### config.mk
export PLATFORM = sky130hd
export DESIGN_NAME = cntlr_uart_tx
export DESIGN_NICKNAME = d
export VERILOG_FILES = /design/src/rtl/cntlr_uart_tx.sv
export SDC_FILE = /design/constraint.sdc
export NUM_CORES = 1
export LEC_CHECK = 0
export CAP_MARGIN = 5
export CORE_MARGIN = 2
export CORE_UTILIZATION = 50
export CTS_CLUSTER_DIAMETER = 40
export DETAILED_ROUTE_END_ITERATION = 16
export PLACE_DENSITY = 0.82
export SETUP_SLACK_MARGIN = 0.05
export SYNTH_ARGS = -nofsm -noshare
export SYNTH_HDL_FRONTEND = slang
export SYNTH_SLANG_ARGS = --single-unit
### constraint.sdc
create_clock -name clk -period 2.8 [get_ports clk]
set_input_delay 0.56 -clock clk [delete_from_list [all_inputs] [get_ports clk]]
set_output_delay 0.56 -clock clk [all_outputs]
set_load 0.005 [all_outputs]
### src/rtl/cntlr_uart_tx.sv
// 8N1 UART framer for JOYBUS controller words: sync byte + 4 data bytes, MSB first.
// Define CNTLR_UART_CHKSUM_EN to append an XOR checksum byte to every frame.
module cntlr_uart_tx #(
  parameter int          BAUD_DIV  = 217,
  parameter logic [7:0]  SYNC_BYTE = 8'hA5
) (
  input  logic        clk,
  input  logic        rst_n,
  input  logic        cntlr_data_rdy,
  input  logic [31:0] cntlr_data,
  output logic        TX,
  output logic        tx_busy,
  output logic        pend_valid,
  output logic [7:0]  drop_cnt
);

  localparam int CW = $clog2(BAUD_DIV);
  localparam logic [CW-1:0] BAUD_LAST = CW'(BAUD_DIV - 1);

`ifdef CNTLR_UART_CHKSUM_EN
  localparam logic [2:0] LAST_BYTE = 3'd5;
`else
  localparam logic [2:0] LAST_BYTE = 3'd4;
`endif

  localparam logic [1:0] S_IDLE  = 2'd0;
  localparam logic [1:0] S_START = 2'd1;
  localparam logic [1:0] S_DATA  = 2'd2;
  localparam logic [1:0] S_STOP  = 2'd3;

  logic [1:0]    r_state;
  logic [CW-1:0] r_baud_cnt;
  logic [2:0]    r_bit_idx;
  logic [2:0]    r_byte_idx;
  logic [31:0]   r_frame_word;
  logic [31:0]   r_pend_word;
  logic          r_pend_valid;
  logic [7:0]    r_drop_cnt;

  logic          w_idle;
  logic          w_baud_done;
  logic          w_final;
  logic          w_start;
  logic [7:0]    w_cur_byte;

  assign w_idle      = (r_state == S_IDLE);
  assign w_baud_done = (r_baud_cnt == BAUD_LAST);
  assign w_final     = (r_state == S_STOP) && w_baud_done &&
                       (r_byte_idx == LAST_BYTE);
  assign w_start     = cntlr_data_rdy || r_pend_valid;

  assign tx_busy    = !w_idle;
  assign pend_valid = r_pend_valid;
  assign drop_cnt   = r_drop_cnt;

`ifdef CNTLR_UART_CHKSUM_EN
  logic [7:0] w_chk;
  assign w_chk = r_frame_word[31:24] ^ r_frame_word[23:16] ^
                 r_frame_word[15:8]  ^ r_frame_word[7:0];
`endif

  always_comb begin
    w_cur_byte = SYNC_BYTE;
    case (r_byte_idx)
      3'd1: w_cur_byte = r_frame_word[31:24];
      3'd2: w_cur_byte = r_frame_word[23:16];
      3'd3: w_cur_byte = r_frame_word[15:8];
      3'd4: w_cur_byte = r_frame_word[7:0];
`ifdef CNTLR_UART_CHKSUM_EN
      3'd5: w_cur_byte = w_chk;
`endif
      default: w_cur_byte = SYNC_BYTE;
    endcase
  end

  // TX is decoded from reset-cleared state so a reset forces idle-high at once
  always_comb begin
    TX = 1'b1;
    case (r_state)
      S_START: TX = 1'b0;
      S_DATA:  TX = w_cur_byte[r_bit_idx];
      default: TX = 1'b1;
    endcase
  end

  always_ff @(posedge clk or negedge rst_n) begin
    if (!rst_n) begin
      r_state    <= S_IDLE;
      r_baud_cnt <= '0;
      r_bit_idx  <= '0;
      r_byte_idx <= '0;
    end else begin
      case (r_state)
        S_IDLE: begin
          if (w_start) begin
            r_state    <= S_START;
            r_byte_idx <= '0;
            r_baud_cnt <= '0;
          end
        end
        S_START: begin
          if (w_baud_done) begin
            r_baud_cnt <= '0;
            r_bit_idx  <= '0;
            r_state    <= S_DATA;
          end else begin
            r_baud_cnt <= r_baud_cnt + CW'(1);
          end
        end
        S_DATA: begin
          if (w_baud_done) begin
            r_baud_cnt <= '0;
            r_bit_idx  <= r_bit_idx + 3'd1;
            if (r_bit_idx == 3'd7)
              r_state <= S_STOP;
          end else begin
            r_baud_cnt <= r_baud_cnt + CW'(1);
          end
        end
        default: begin
          if (w_baud_done) begin
            r_baud_cnt <= '0;
            if (r_byte_idx != LAST_BYTE) begin
              r_byte_idx <= r_byte_idx + 3'd1;
              r_state    <= S_START;
            end else if (w_start) begin
              r_byte_idx <= '0;
              r_state    <= S_START;
            end else begin
              r_state <= S_IDLE;
            end
          end else begin
            r_baud_cnt <= r_baud_cnt + CW'(1);
          end
        end
      endcase
    end
  end

  // On the final stop edge a new word chains in without counting as a drop
  always_ff @(posedge clk or negedge rst_n) begin
    if (!rst_n) begin
      r_frame_word <= '0;
      r_pend_word  <= '0;
      r_pend_valid <= 1'b0;
      r_drop_cnt   <= '0;
    end else if (w_idle) begin
      if (cntlr_data_rdy) begin
        r_frame_word <= cntlr_data;
      end else if (r_pend_valid) begin
        r_frame_word <= r_pend_word;
        r_pend_valid <= 1'b0;
      end
    end else if (w_final) begin
      if (r_pend_valid) begin
        r_frame_word <= r_pend_word;
        if (cntlr_data_rdy)
          r_pend_word <= cntlr_data;
        else
          r_pend_valid <= 1'b0;
      end else if (cntlr_data_rdy) begin
        r_frame_word <= cntlr_data;
      end
    end else if (cntlr_data_rdy) begin
      r_pend_word  <= cntlr_data;
      r_pend_valid <= 1'b1;
      if (r_pend_valid && (r_drop_cnt != 8'hFF))
        r_drop_cnt <= r_drop_cnt + 8'd1;
    end
  end

endmodule
==> impl_metrics.toml <==
[grt]
antenna_found_initial = 0
grt_pass1_wl_um = 15100
grt_max_degree = 65
overflow = 0
grt_pass1_vias = 3170
track_usage = 0.196

[yosys]
synth_area_sq_um = 4410
synth-async-reset-ratio = 1.00
syn_avg_cell_area_sq_um = 11.1
synth_edf_count = 0
syn_nets = 446
ys_seq_area_frac = 0.505
synth_cell_types = 47
yosys_most_used_dff = "dfrtp_1"
ys_warn_count = 0
syn_inst = 396
netlist.area_leader.share = 0.505
synthTopCellsByArea = "dfrtp_1 (50%), mux2_2 (8.9%), mux2i_1 (7.5%)"
ys_seq_elements = 89
yosysTopAreaCell = "dfrtp_1"

[sta]
fmax_mhz = 374
drv_slew = 0
hold_viol = 0
fin_crit_sh = 0.954
tns_ns = 0
min_period_ns = 2.67
worstMarginPinSlew_ns = 0.689
clock_skew_ns = 0.0120
setup_ws_ns = 0.129
rsz0062_at_grt = "yes"
setup_violations = 0
slew_headroom = 0.541

[power]
clkPwrFrac = 0.163
p_switching_mw = 1.92
swShare = 0.365
irDropWorstVdd_mv = 0.465
leakagePower_nw = 2.27
combPwrFrac = 0.410
p_per_area_nw_per_um2 = 985
internal_power_mw = 3.34
pwr-share-seq = 0.427
power_mw = 5.27

[detailed_routing]
wl_per_cell_um = 15.6
ant_nets = 0
vias_per_cell = 5.62
drtIter0Drc = 89
vias = 3166
firstDrtPassIters = 4
drc = 0
wl_um = 8790

[final_layout]
fillers = 716
instances_no_fill = 563
nNetsFinal = 500
diodes = 0
syn2layout_area_growth_pct = 21.2
drive_above_1_share = 0.200
finalInstanceArea_sq_um = 5350

[setup_path]
r2r-end = "r_pend_word[10]"
worstPathRequired_ns = 2.24
cpPeakStageDelay_ns = 0.45
reg2reg_slack_ns = 0.53
criticalPathCategory = "flip-flop to output pin"
crit_start = "r_byte_idx[0]"
critPathArrivalTime_ns = 2.11
startpoint_type = "flip-flop"
crit_path_end_kind = "output pin"
path_delay_family = "compound AO/OA/AOI/OAI gates"
path_buf_inv = 2
worstPathCellList = "inv_2 -> ha_1 -> and2_4 -> o21bai_2 -> a31oi_1 -> a311o_1 -> o31ai_2 -> buf_2"
rr_worst_depth = 9
crit-reg2reg-launch = "r_byte_idx[0]"
cp_slowest_cell = "dfrtp_2"
crit_fanout = 6

[clock_tree]
clk_latency_ns = 0.36
cts_tree = "done"
cts.sinks = 89
cts_root_buffer = "clkbuf_8"
cts_max_level = 3
cts_buffer_depth = 2
path_clk_slew_ns = 0.09
numCtsBuffers = 9

[status]
status = "completed"

[place]
pre_cts_slack_ns = -0.0650
hpwl_um = 6170
port_buffers = 45
placed_area_sq_um = 5050
gp_congestion = 0.839
placed_cells = 542

[die]
die_w_um = 97.9
core.rowCount = 34
initial_utilization = 0.511
core-area_sq_um = 8640
die_h_um = 97.9
io_pins = 46
dieArea_sq_um = 9590

[hold_path]
hp-class = "input port to asynchronous set/reset pin"

[run]
maxCapViolCount = 0
==> power groups by stage <==
stage / logic, mW / clock network (mW) / registers [mW]
6_report: 2.16 / 0.859 / 2.25
5_1_grt: 2.42 / 0.943 / 2.33
4_1_cts: 2.19 / 0.887 / 2.25
3_5_place_dp: 2.17 / 0 / 2.27
3_3_place_gp: 2.09 / 0 / 2.24
2_1_floorplan: 1.58 / 0 / 2.14
==> metal layers <==
metal / up-vias / global-route usage / wire length (um)
met3: 15 / 0.0358 / 294
met4: 0 / 0.0759 / 177
met1: 1545 / 0.260 / 3940
met5: - / 0 / 0
met2: 61 / 0.321 / 4380
li1: 1545 / - / -
==> cells in the mapped netlist (all sizes together) (2+ instances only) <==
library cell,instances
a21oi,38
a221o,2
a221oi,2
a22o,8
a22oi,8
and2,2
and3,3
buf,16
clkbuf,4
dfrtp,89
ha,15
inv,11
mux2,36
mux2i,33
nand2,19
nand3,11
nand3b,3
nand4,2
nor2,45
nor3,5
o2111ai,4
o21a,2
o21ai,12
o31ai,4
xnor2,2
xor2,6
==> registers in the layout, summed over array words and instances (netlist names) <==
register,cells
drop_cnt,8
r_state,2
pend_valid,1
r_pend_word,32
r_byte_idx,3
r_bit_idx,3
r_baud_cnt,8
r_frame_word,32
==> kinds of logic after synthesis <==
kind of cell | after synthesis | share of synthesized area
fa+ha+maj | 16 | 0.0448
flops | 89 | 0.505
mux | 69 | 0.167
compound gates | 89 | 0.135
simple gates | 94 | 0.0981
xor+xnor | 8 | 0.0159
buf+inv | 31 | 0.0346
==> layout make-up <==
class                           instances  area (sq um)  share of cell area
Inverter                               11          41.3             0.00772
Timing Repair Buffer                   63           628               0.117
Tap cell                              108           135              0.0253
Clock inverter                          5          53.8              0.0101
Sequential cell                        89          2230               0.417
Clock buffer                           11           131              0.0246
Multi-Input combinational cell        276          2130               0.398
==> cell usage in the layout (no fill, tap or decap), drive strengths merged, types with 3 or more instances in the layout <==
cell type	Yosys	final
clkbuf	4	11
nand2	19	19
o2111ai	4	4
o31ai	4	4
ha	15	15
mux2	36	36
a21oi	38	38
nand3b	3	3
nor2	45	45
nand3	11	11
a22oi	8	8
nor3	5	5
a22o	8	8
mux2i	33	33
clkdlybuf4s50	0	43
buf	16	20
dfrtp	89	89
o21ai	12	12
inv	11	12
and3	3	3
clkinv	0	3
xor2	6	6
==> worst register-to-register path: stages, from the launching register on <==
cell,delay [ns]
dfrtp_2,0.45
inv_2,0.09
ha_1,0.18
and2_4,0.18
buf_4,0.12
buf_4,0.14
nand2_1,0.10
o311ai_4,0.27
buf_12,0.24
mux2_2,0.39
==> worst max-delay path by stage <==
| stage | to | depth (start not counted) | slack [ns] |
|---|---|---|---|
| after global placement | TX | 8 | -0.01 |
| after CTS | TX | 8 | 0.06 |
| final | TX | 8 | 0.13 |
| after floorplan | TX | 8 | 0.44 |
| after global routing | TX | 8 | 0.01 |
| after detailed placement | TX | 8 | -0.07 |
==> timing repair <==
item | 4_1_cts | 5_1_grt
buffers inserted | 4 | 1
resized for setup | 21 | 6
hold buffers | 0 | 0
endpoints found under the setup margin | 1 | 2
pin swaps | 6 | 1
==> through the flow <==
step	hold WS (ns)	util
2_1_floorplan	0.264	-
3_3_place_gp	0.474	0.585
3_5_place_dp	0.490	0.585
4_1_cts	0.254	0.617
5_1_grt	0.271	0.620
6_report	0.230	0.620
Power figures use the tool's default switching activity.
